**src/rtl/sdram_pattern_tester.sv**
```systemverilog
// Write/read-back pattern tester driving the sdram_controller request port and reporting status.
// Define SDRAM_TEST_LFSR_EN to take the pattern from a 32-bit Galois LFSR instead of the address.
module sdram_pattern_tester #(
  parameter int                ADDR_W      = 27,
  parameter int                DATA_W      = 32,
  parameter logic [ADDR_W-1:0] BASE_ADDR   = 27'h0000020,
  parameter int                ADDR_STRIDE = 2,
  parameter int                NUM_WORDS   = 16,
  parameter logic [31:0]       PATTERN     = 32'h55AA_33CC,
  parameter logic [31:0]       SEED        = 32'hACE1_0001,
  parameter int                TIMEOUT     = 1023
) (
  input  logic              i_clk,
  input  logic              i_rst_n,
  input  logic              i_start,
  input  logic              i_init_done,
  input  logic              i_busy,
  input  logic              i_ack,
  input  logic [DATA_W-1:0] i_rdata,
  output logic [ADDR_W-1:0] o_addr,
  output logic [DATA_W-1:0] o_wdata,
  output logic              o_rwn,
  output logic              o_adv,
  output logic              o_running,
  output logic              o_done,
  output logic              o_pass,
  output logic              o_timeout,
  output logic [15:0]       o_err_count,
  output logic [ADDR_W-1:0] o_first_err_addr
);

  localparam int              TW        = (TIMEOUT < 2) ? 1 : $clog2(TIMEOUT);
  localparam logic [TW-1:0]   TCNT_LAST = TW'(TIMEOUT - 1);
  localparam logic [15:0]     K_LAST    = 16'(NUM_WORDS - 1);

  typedef enum logic [2:0] {
    S_IDLE      = 3'd0,
    S_WAIT_INIT = 3'd1,
    S_WR_REQ    = 3'd2,
    S_WR_WAIT   = 3'd3,
    S_RD_REQ    = 3'd4,
    S_RD_WAIT   = 3'd5,
    S_DONE      = 3'd6
  } state_t;

  state_t              r_state;
  state_t              w_next;
  logic [15:0]         r_k;
  logic [TW-1:0]       r_tcnt;
  logic                r_adv;
  logic [ADDR_W-1:0]   r_addr;
  logic [DATA_W-1:0]   r_wdata;
  logic                r_rwn;
  logic                r_running;
  logic                r_done;
  logic                r_pass;
  logic                r_timeout;
  logic [15:0]         r_err_count;
  logic [ADDR_W-1:0]   r_first_err_addr;

  logic                w_in_wait;
  logic                w_ack_ok;
  logic                w_adv_go;
  logic                w_last;
  logic                w_tmo;
  logic                w_mismatch;
  logic                w_start;
  logic                w_init_go;
  logic                w_to_done;
  logic [DATA_W-1:0]   w_pat;
  logic [ADDR_W-1:0]   w_addr_k;

  assign w_addr_k = BASE_ADDR + ADDR_W'(r_k) * ADDR_W'(ADDR_STRIDE);

`ifdef SDRAM_TEST_LFSR_EN
  localparam logic [31:0] LFSR_SEED = (SEED == 32'h0) ? 32'h0000_0001 : SEED;

  logic [31:0] r_lfsr;

  // Right-shifting Galois form of x^32+x^22+x^2+x+1.
  function automatic logic [31:0] lfsr_step(input logic [31:0] s);
    return {1'b0, s[31:1]} ^ (s[0] ? 32'h8020_0003 : 32'h0000_0000);
  endfunction

  // Reload at the start of each phase so reads regenerate the written sequence.
  always_ff @(posedge i_clk or negedge i_rst_n) begin
    if (!i_rst_n) begin
      r_lfsr <= 32'h0000_0000;
    end else if (w_init_go || (r_state == S_WR_WAIT && w_ack_ok && w_last)) begin
      r_lfsr <= LFSR_SEED;
    end else if (w_ack_ok) begin
      r_lfsr <= lfsr_step(r_lfsr);
    end
  end

  assign w_pat = r_lfsr;
`else
  assign w_pat = PATTERN ^ {~r_k, r_k};
`endif

  // Handshake decode; an ack coincident with adv belongs to no request yet.
  always_comb begin
    w_in_wait  = (r_state == S_WR_WAIT) || (r_state == S_RD_WAIT);
    w_ack_ok   = w_in_wait && i_ack && !r_adv;
    w_adv_go   = ((r_state == S_WR_REQ) || (r_state == S_RD_REQ)) && !i_busy;
    w_last     = (r_k == K_LAST);
    w_tmo      = w_in_wait && !w_ack_ok && (r_tcnt == TCNT_LAST);
    w_mismatch = (r_state == S_RD_WAIT) && w_ack_ok && (i_rdata != w_pat);
    w_start    = ((r_state == S_IDLE) || (r_state == S_DONE)) && i_start;
    w_init_go  = (r_state == S_WAIT_INIT) && i_init_done;
    w_to_done  = ((r_state == S_RD_WAIT) && w_ack_ok && w_last) || w_tmo;
  end

  // Next-state logic.
  always_comb begin
    w_next = r_state;
    case (r_state)
      S_IDLE:      if (w_start) w_next = S_WAIT_INIT; else w_next = S_IDLE;
      S_WAIT_INIT: if (i_init_done) w_next = S_WR_REQ; else w_next = S_WAIT_INIT;
      S_WR_REQ:    if (w_adv_go) w_next = S_WR_WAIT; else w_next = S_WR_REQ;
      S_WR_WAIT: begin
        if (w_ack_ok)   w_next = w_last ? S_RD_REQ : S_WR_REQ;
        else if (w_tmo) w_next = S_DONE;
        else            w_next = S_WR_WAIT;
      end
      S_RD_REQ:    if (w_adv_go) w_next = S_RD_WAIT; else w_next = S_RD_REQ;
      S_RD_WAIT: begin
        if (w_ack_ok)   w_next = w_last ? S_DONE : S_RD_REQ;
        else if (w_tmo) w_next = S_DONE;
        else            w_next = S_RD_WAIT;
      end
      S_DONE:      if (w_start) w_next = S_WAIT_INIT; else w_next = S_DONE;
      default:     w_next = S_IDLE;
    endcase
  end

  // State register.
  always_ff @(posedge i_clk or negedge i_rst_n) begin
    if (!i_rst_n) r_state <= S_IDLE;
    else          r_state <= w_next;
  end

  // Request, timer and status registers.
  always_ff @(posedge i_clk or negedge i_rst_n) begin
    if (!i_rst_n) begin
      r_k              <= 16'h0;
      r_tcnt           <= '0;
      r_adv            <= 1'b0;
      r_addr           <= '0;
      r_wdata          <= '0;
      r_rwn            <= 1'b1;
      r_running        <= 1'b0;
      r_done           <= 1'b0;
      r_pass           <= 1'b0;
      r_timeout        <= 1'b0;
      r_err_count      <= 16'h0;
      r_first_err_addr <= '0;
    end else begin
      r_adv <= w_adv_go;
      if (w_adv_go) begin
        r_addr <= w_addr_k;
        r_rwn  <= (r_state == S_RD_REQ);
        r_tcnt <= '0;
        if (r_state == S_WR_REQ) r_wdata <= w_pat;
      end else if (w_in_wait) begin
        r_tcnt <= r_tcnt + TW'(1);
      end

      if (w_init_go)     r_k <= 16'h0;
      else if (w_ack_ok) r_k <= w_last ? 16'h0 : r_k + 16'd1;

      if (w_start) begin
        r_running        <= 1'b1;
        r_done           <= 1'b0;
        r_pass           <= 1'b0;
        r_timeout        <= 1'b0;
        r_err_count      <= 16'h0;
        r_first_err_addr <= '0;
      end

      if (w_mismatch) begin
        if (r_err_count != 16'hFFFF) r_err_count <= r_err_count + 16'd1;
        if (r_err_count == 16'h0)    r_first_err_addr <= r_addr;
      end

      if (w_to_done) begin
        r_running <= 1'b0;
        r_done    <= 1'b1;
        r_pass    <= !w_tmo && !w_mismatch && (r_err_count == 16'h0);
        if (w_tmo) r_timeout <= 1'b1;
      end
    end
  end

  assign o_addr           = r_addr;
  assign o_wdata          = r_wdata;
  assign o_rwn            = r_rwn;
  assign o_adv            = r_adv;
  assign o_running        = r_running;
  assign o_done           = r_done;
  assign o_pass           = r_pass;
  assign o_timeout        = r_timeout;
  assign o_err_count      = r_err_count;
  assign o_first_err_addr = r_first_err_addr;

endmodule

```
**config.mk**
```make
export PLATFORM = sky130hd
export DESIGN_NAME = sdram_pattern_tester
export DESIGN_NICKNAME = d
export VERILOG_FILES = /design/src/rtl/sdram_pattern_tester.sv
export SDC_FILE = /design/constraint.sdc
export NUM_CORES = 1
export LEC_CHECK = 0
export BUFFER_PORTS_ARGS = -buffer_cell sky130_fd_sc_hd__buf_2
export CORE_ASPECT_RATIO = 1.4
export CORE_MARGIN = 2
export CORE_UTILIZATION = 35
export CTS_CLUSTER_DIAMETER = 80
export DETAILED_ROUTE_END_ITERATION = 12
export GPL_TIMING_DRIVEN = 0
export PLACE_DENSITY_LB_ADDON = 0.15
export REMOVE_ABC_BUFFERS = 1
export SYNTH_ARGS = -nofsm -noshare
export SYNTH_HDL_FRONTEND = slang
export SYNTH_SLANG_ARGS = --single-unit
```
**constraint.sdc**
```tcl
create_clock -name i_clk -period 2.75 [get_ports i_clk]
set_input_delay 0.1375 -clock i_clk [delete_from_list [all_inputs] [get_ports i_clk]]
set_output_delay 0.1375 -clock i_clk [all_outputs]
set_load 0.05 [all_outputs]
```
==> metrics, run 1 <==
critical path type flip-flop to flip-flop; area delta synth->final 20.9%; die width between 100 and 150 µm; reg-to-reg startpoint o_err_count[0]; DRT iter0 DRCs approximately 400; asr flop ratio synth 100%; number of I/O pins about 150; NetSw 2.35 mW; Synth Warn # 0; Finished Cell Area roughly 7400 µm²; via count between 4,000 and 5,000; number of buffers created by CTS 17; Synth Instances 632; clock sink count 119; library cells used by synthesis 56; Seq/Total Area, Yosys 49.0%; DIE HEIGHT between 150 and 200 µm; leakage power approximately 3.6 nW; Die ar. between 15,000 and 20,000 µm²; Hold Path Stages 4; routed len/inst 16.1 µm; clock slew at reported path FFs 0.05 ns; Net Sw Frac 39.3%; Crit. End Element flip-flop; Worst Tran Pin Value between 1 and 1.5 ns; Worst EP arrival roughly 2.8 ns; largest net degree at the start of global routing 63; MaxCap Viol Count 0; Cells after DPL 958; Worst Path Max Fanout 9; vias per std cell 5.01; layout cells sized above 1 25.0%; Post-Place Setup Slack -0.365 ns; outcome finished clean; Synth top area share 48.5%; relative slew slack between 30% and 40%; grt total ovfl 0; H-tree level count 4; Slew Limit Fails 0; RSZ-0062 raised after global routing false; Critical Path Source Type flip-flop; most frequent cells in the layout 134 x buf_2, 117 x dfrtp_1, 96 x nand2_1, 61 x o21ai_0, 31 x nor2_1; Starting Density 35.4%; Max VDD drop roughly 0.7 mV; Synth Flop Type dfrtp_1; Nets between 700 and 800; synthesized area per cell around 9.6 µm²; Post-synth EDFFs 0; core area roughly 17,000 µm²; Hold Vio Cnt, Final 0; Critical Path RT between 3 and 4 ns; skew final 0.0291 ns; internal power about 3.6 mW; CTS tree yes; Final Worst Setup Slack just over 0.2 ns; Pre-Repair DR Iteration Count 4; Final min period 2.54 ns; CP Launch Point o_err_count[0]; synthesized flop and latch total around 120; I/O Buffers about 140; part of the power in registers a little under two fifths; Tightest Hold Check Type input port to flip-flop; Clock Root Buffer clkbuf_16; Non-Filler Instances between 900 and 1,000; Hold Path Origin i_busy; Post-Syn Area between 6000 and 7000 µm²; clk buf depth 2; vias in the first global route 4,769; DP HPWL 11,500 µm; top cells by area, synth dfrtp_1 49%, nand2_1 5.9%, o21ai_0 5.0%, xnor2_1 4.0%, xor2_1 3.7%; first-pass GRT wire length 25,400 µm; final WL ~16,000 µm; Tcrit/Tclk final 92.5%; Final ANT Viol Nets 0; Placed Area between 6000 and 7000 µm²; Fmax roughly 390 MHz; most common library cell in the layout ignoring fill and taps buf_2; All-Layer GR Usage between 10% and 20%; total negative slack 0 ns; final-report setup violation count 0; pwr/cell area 814 nW/µm²; Final GP Congestion just under 0.9; Diodes inserted 0; post-synth top area cell dfrtp_1; post-layout util between 40 and 50%; R2R depth 6; FP Rows 57; Skew-Pair Late Insertion Delay 0.42 ns; clock group share of total power approximately a third; initial antenna violation count 0; Comb power frac between 20% and 30%; DRC 0
==> layout make-up <==
| type | instances | area [µm²] |
|---|---|---|
| Fill cell | 1702 | 9830 |
| Sequential cell | 119 | 2980 |
| Multi-Input combinational cell | 443 | 2720 |
| Timing Repair Buffer | 142 | 767 |
| Clock buffer | 24 | 482 |
| Tap cell | 236 | 295 |
| Inverter | 23 | 90.1 |
| Clock inverter | 4 | 23.8 |
==> metrics by stage <==
step           total power [mW]  hold WS [ns]
5_1_grt                    6.29         0.141
3_3_place_gp               4.05         0.419
3_5_place_dp               4.09         0.163
4_1_cts                    6.07         0.101
2_1_floorplan              3.55        -0.158
6_report                   5.99         0.114
==> registers in the layout, indices dropped and copies added (netlist names), 3 cells and up <==
signal            flops
o_first_err_addr     27
o_err_count          16
r_state               3
o_wdata              24
r_tcnt               10
o_addr               17
r_k                  16
==> power groups by stage <==
stage	sequential (mW)	combinational, mW	clock, mW
2_1_floorplan	3.01	0.542	0
3_3_place_gp	2.29	1.76	0
3_5_place_dp	2.30	1.79	0
4_1_cts	2.28	1.80	2.00
5_1_grt	2.31	1.92	2.06
6_report	2.27	1.78	1.93
==> critical path: stages, from the launching register on <==
cell and delay [ns]:
dfrtp_1 0.45, ha_1 0.24, nand4_1 0.20, nor3_1 0.46, and4_1 0.51, nor2_2 0.18, a221o_1 0.36
==> cell usage after synthesis (all sizes together), types with 2 or more instances <==
| cell | number |
|---|---|
| o21a | 2 |
| mux2 | 10 |
| buf | 41 |
| o311ai | 2 |
| inv | 22 |
| nand2 | 96 |
| o22ai | 3 |
| clkbuf | 15 |
| nor3b | 7 |
| o211ai | 2 |
| a221o | 7 |
| and2 | 15 |
| nand2b | 2 |
| a21oi | 15 |
| ha | 7 |
| o21ai | 61 |
| dfrtp | 118 |
| xnor2 | 28 |
| and3 | 9 |
| nand4 | 18 |
| nor2b | 3 |
| mux2i | 2 |
| nor3 | 8 |
| or3 | 9 |
| a21o | 6 |
| nor4 | 10 |
| nor4b | 2 |
| nor2 | 32 |
| nand3b | 2 |
| nand3 | 22 |
| o31ai | 5 |
| xor2 | 26 |
| and4 | 5 |
| and3b | 3 |
| o211a | 2 |
| a211oi | 5 |
==> layer usage <==
layer	track usage (%)	up-vias	share of wire, %
met5	0	-	0
met4	6.19	0	1.4
met3	3.95	16	4.0
met2	30.4	147	51
met1	21.6	2421	43
li1	-	2383	-
==> cell families (layout without fill, tap and decap cells) <==
group / count (synthesis) / after routing / share of synthesized area, %
compound gates: 114 / 114 / 11.6
xor+xnor: 54 / 54 / 7.77
fa+ha+maj: 7 / 7 / 1.44
buf+inv: 79 / 193 / 7.63
flops: 119 / 119 / 49.0
mux: 12 / 12 / 2.18
other cells: 1 / 10 / 0.0616
simple gates: 246 / 246 / 20.3
==> what timing repair did <==
action	4_1_cts	5_1_grt
setup endpoints to repair	26	17
resized for setup	4	4
setup buffers	3	0
hold endpoints to repair	58	0
pin swaps	1	0
hold buffers	2	0
==> path summary, 6_finish.rpt <==
check / end / slack (ns)
worst min-delay path: o_rwn / 0.11
max in group asynchronous: o_rwn / 1.73
min in group asynchronous: o_first_err_addr[3] / 0.28
worst min register to register: o_timeout / 0.47
worst max-delay path: o_err_count[15] / 0.21
worst max register to register: o_err_count[15] / 0.21
Note: power is estimated with default switching activity, not from simulation.
==> run 2, diff against run 1 <==
--- a/config.mk
+++ b/config.mk
@@ -12,6 +12,7 @@
 export CTS_CLUSTER_DIAMETER = 80
 export DETAILED_ROUTE_END_ITERATION = 12
 export GPL_TIMING_DRIVEN = 0
+export MAX_ROUTING_LAYER = met4
 export PLACE_DENSITY_LB_ADDON = 0.15
 export REMOVE_ABC_BUFFERS = 1
 export SYNTH_ARGS = -nofsm -noshare
==> metrics, run 2 (synthesis results as in run 1) <==
most common library cell in the layout ignoring fill and taps buf_2 (unchanged); Max VDD drop 0.703 mV (about the same); Worst Hold End o_rwn (unchanged); Cell Chain, Critical Path ha_1, nand4_1, nor3_1, and4_1, nor2_2, a221o_1 (unchanged); FP Rows 57 (unchanged); DIE HEIGHT 160 µm (unchanged); first-pass GRT wire length 25,400 µm (unchanged); Tightest Hold Check Type input port to flip-flop (unchanged); area delta synth->final 20.9% (unchanged); number of I/O pins 146 (unchanged); Fmax 394 MHz (was 393 MHz); initial antenna violation count 0 (unchanged); final-report setup violation count 0 (unchanged); Hold Vio Cnt, Final 0 (unchanged); vias per std cell 4.99 (was 5.01); grt total ovfl 0 (unchanged); Largest register FFs 27 (unchanged); Worst EP arrival 2.83 ns (about the same); final WL 15,900 µm (about the same); minimum hold slack 0.124 ns (was 0.114 ns); Clock Root Buffer clkbuf_16 (unchanged); leakage power 3.58 nW (unchanged); skew final 0.00745 ns (was 0.0291 ns); Hold Path Origin i_busy (unchanged); largest net degree at the start of global routing 63 (unchanged); Worst Path Max Fanout 9 (unchanged); critical path type flip-flop to flip-flop (unchanged); Non-Filler Instances 991 (unchanged); routed len/inst 16.1 µm (about the same); Crit. End Element flip-flop (unchanged); H-tree level count 4 (unchanged); Worst Tran Pin Value 1.00 ns (was 1.01 ns); total power 5.99 mW (about the same); Critical Path RT 3.04 ns (was 3.03 ns); via count 4,943 (was 4,967); R2R depth 6 (unchanged); multi-input logic area 2720 µm² (unchanged); clk buf depth 2 (unchanged); DRT iter0 DRCs 405 (was 395); Final GP Congestion 0.888 (was 0.874); FILL cells 1,702 (unchanged); RR Endpoint o_err_count[15] (unchanged); Die ar. 18,500 µm² (unchanged); Tcrit/Tclk final 92.4% (was 92.5%); outcome finished clean (unchanged); number of buffers created by CTS 17 (unchanged); All-Layer GR Usage 18.3% (was 17.7%); I/O Buffers 135 (unchanged); clock sink count 119 (unchanged); Skew-Pair Late Insertion Delay 0.41 ns (was 0.42 ns); layout cells sized above 1 25.0% (unchanged); reg-to-reg startpoint o_err_count[0] (unchanged); Final ANT Viol Nets 0 (unchanged); vias in the first global route 4,770 (was 4,769); core area 17,200 µm² (unchanged); Crit path largest cell delay 0.52 ns (was 0.51 ns); Critical Path Source Type flip-flop (unchanged); post-layout util 42.8% (unchanged); DP HPWL 11,500 µm (unchanged); RSZ-0062 raised after global routing false (unchanged); relative slew slack 32.9% (was 32.6%); Reg area 2980 µm² (unchanged); DRC 0 (unchanged); Final min period 2.54 ns (about the same); Cells after DPL 958 (unchanged); Pre-Repair DR Iteration Count 4 (unchanged); R2R Setup Slk 0.21 ns (about the same); pwr/cell area 814 nW/µm² (about the same); Buf+Inv Stages, Crit Path 0 (unchanged); slowest CP cell and4_1 (unchanged); CTS tree yes (unchanged); most frequent cells in the layout 134 x buf_2, 117 x dfrtp_1, 96 x nand2_1, 61 x o21ai_0, 31 x nor2_1 (unchanged); clock slew at reported path FFs 0.05 ns (about the same); Nets 791 (unchanged); Hold Path Stages 4 (unchanged); Diodes inserted 0 (unchanged); Starting Density 35.4% (unchanged); die width 115 µm (unchanged); Slew Limit Fails 0 (unchanged); MaxCap Viol Count 0 (unchanged); Top delay family on crit path simple AND/OR/NAND/NOR gates (unchanged)
==> run 2: cell counts in the layout (fill, tap and decap cells not counted) <==
No cell type changed its count.
==> run 2: how the worst max path moves through the flow <==
stage,cells past startpoint,end,slack (ns),from
after floorplan,7,o_first_err_addr[0],-0.1,o_err_count[1]
after global placement,5,o_first_err_addr[26],-0.59,o_err_count[11]
after detailed placement,6,o_err_count[15],-0.36,r_k[13]
after CTS,3,o_wdata[19],0.05,r_state[0]
after global routing,9,r_k[7],0.03,r_k[4]
final,6,o_err_count[15],0.21,o_err_count[0]
==> run 2: timing repair <==
item / CTS / global route
endpoints found under the setup margin: 26 / 18
setup buffers: 3 / 0
hold endpoints to repair: 58 / 0
hold buffers: 2 / 0
pin swaps: 1 / 0
resized for setup: 4 / 4
==> run 2: per-stage QoR <==
| step | area (µm²) | worst slack, ns | TNS (ns) |
|---|---|---|---|
| after floorplan | 5740 | -0.0978 | -0.978 |
| after global placement | 6710 | -0.588 | -16.88 |
| after detailed placement | 6770 | -0.365 | -3.71 |
| after CTS | 7330 | 0.0475 | 0 |
| after global routing | 7360 | 0.0302 | 0 |
| final | 7360 | 0.210 | 0 |
==> run 2: where the power goes <==
part	leakage, nW	internal, mW	switching (mW)	total [mW]
logic	1.75	0.437	1.34	1.78
clock network	0.252	1.20	0.741	1.94
registers	1.59	2.00	0.273	2.27
==> run 2: layout make-up <==
class / instances / share of cell area, %
Multi-Input combinational cell: 443 / 37.0
Clock inverter: 4 / 0.323
Tap cell: 236 / 4.01
Timing Repair Buffer: 142 / 10.4
Clock buffer: 24 / 6.55
Inverter: 23 / 1.22
Sequential cell: 119 / 40.5
==> run 2: per-layer routing <==
metal	routed length (µm)	track usage, %	up-vias
li1	-	-	2380
met1	6950	21.7	2421
met2	8170	30.5	127
met3	607	3.95	15
met4	215	6.02	0
met5	0	-	-
==> run 2: tightest hold or removal path, stage by stage <==
cell,delay (ns)
buf_2,0.09
nor2_1,0.09
a21oi_1,0.15
nor2_1,0.06
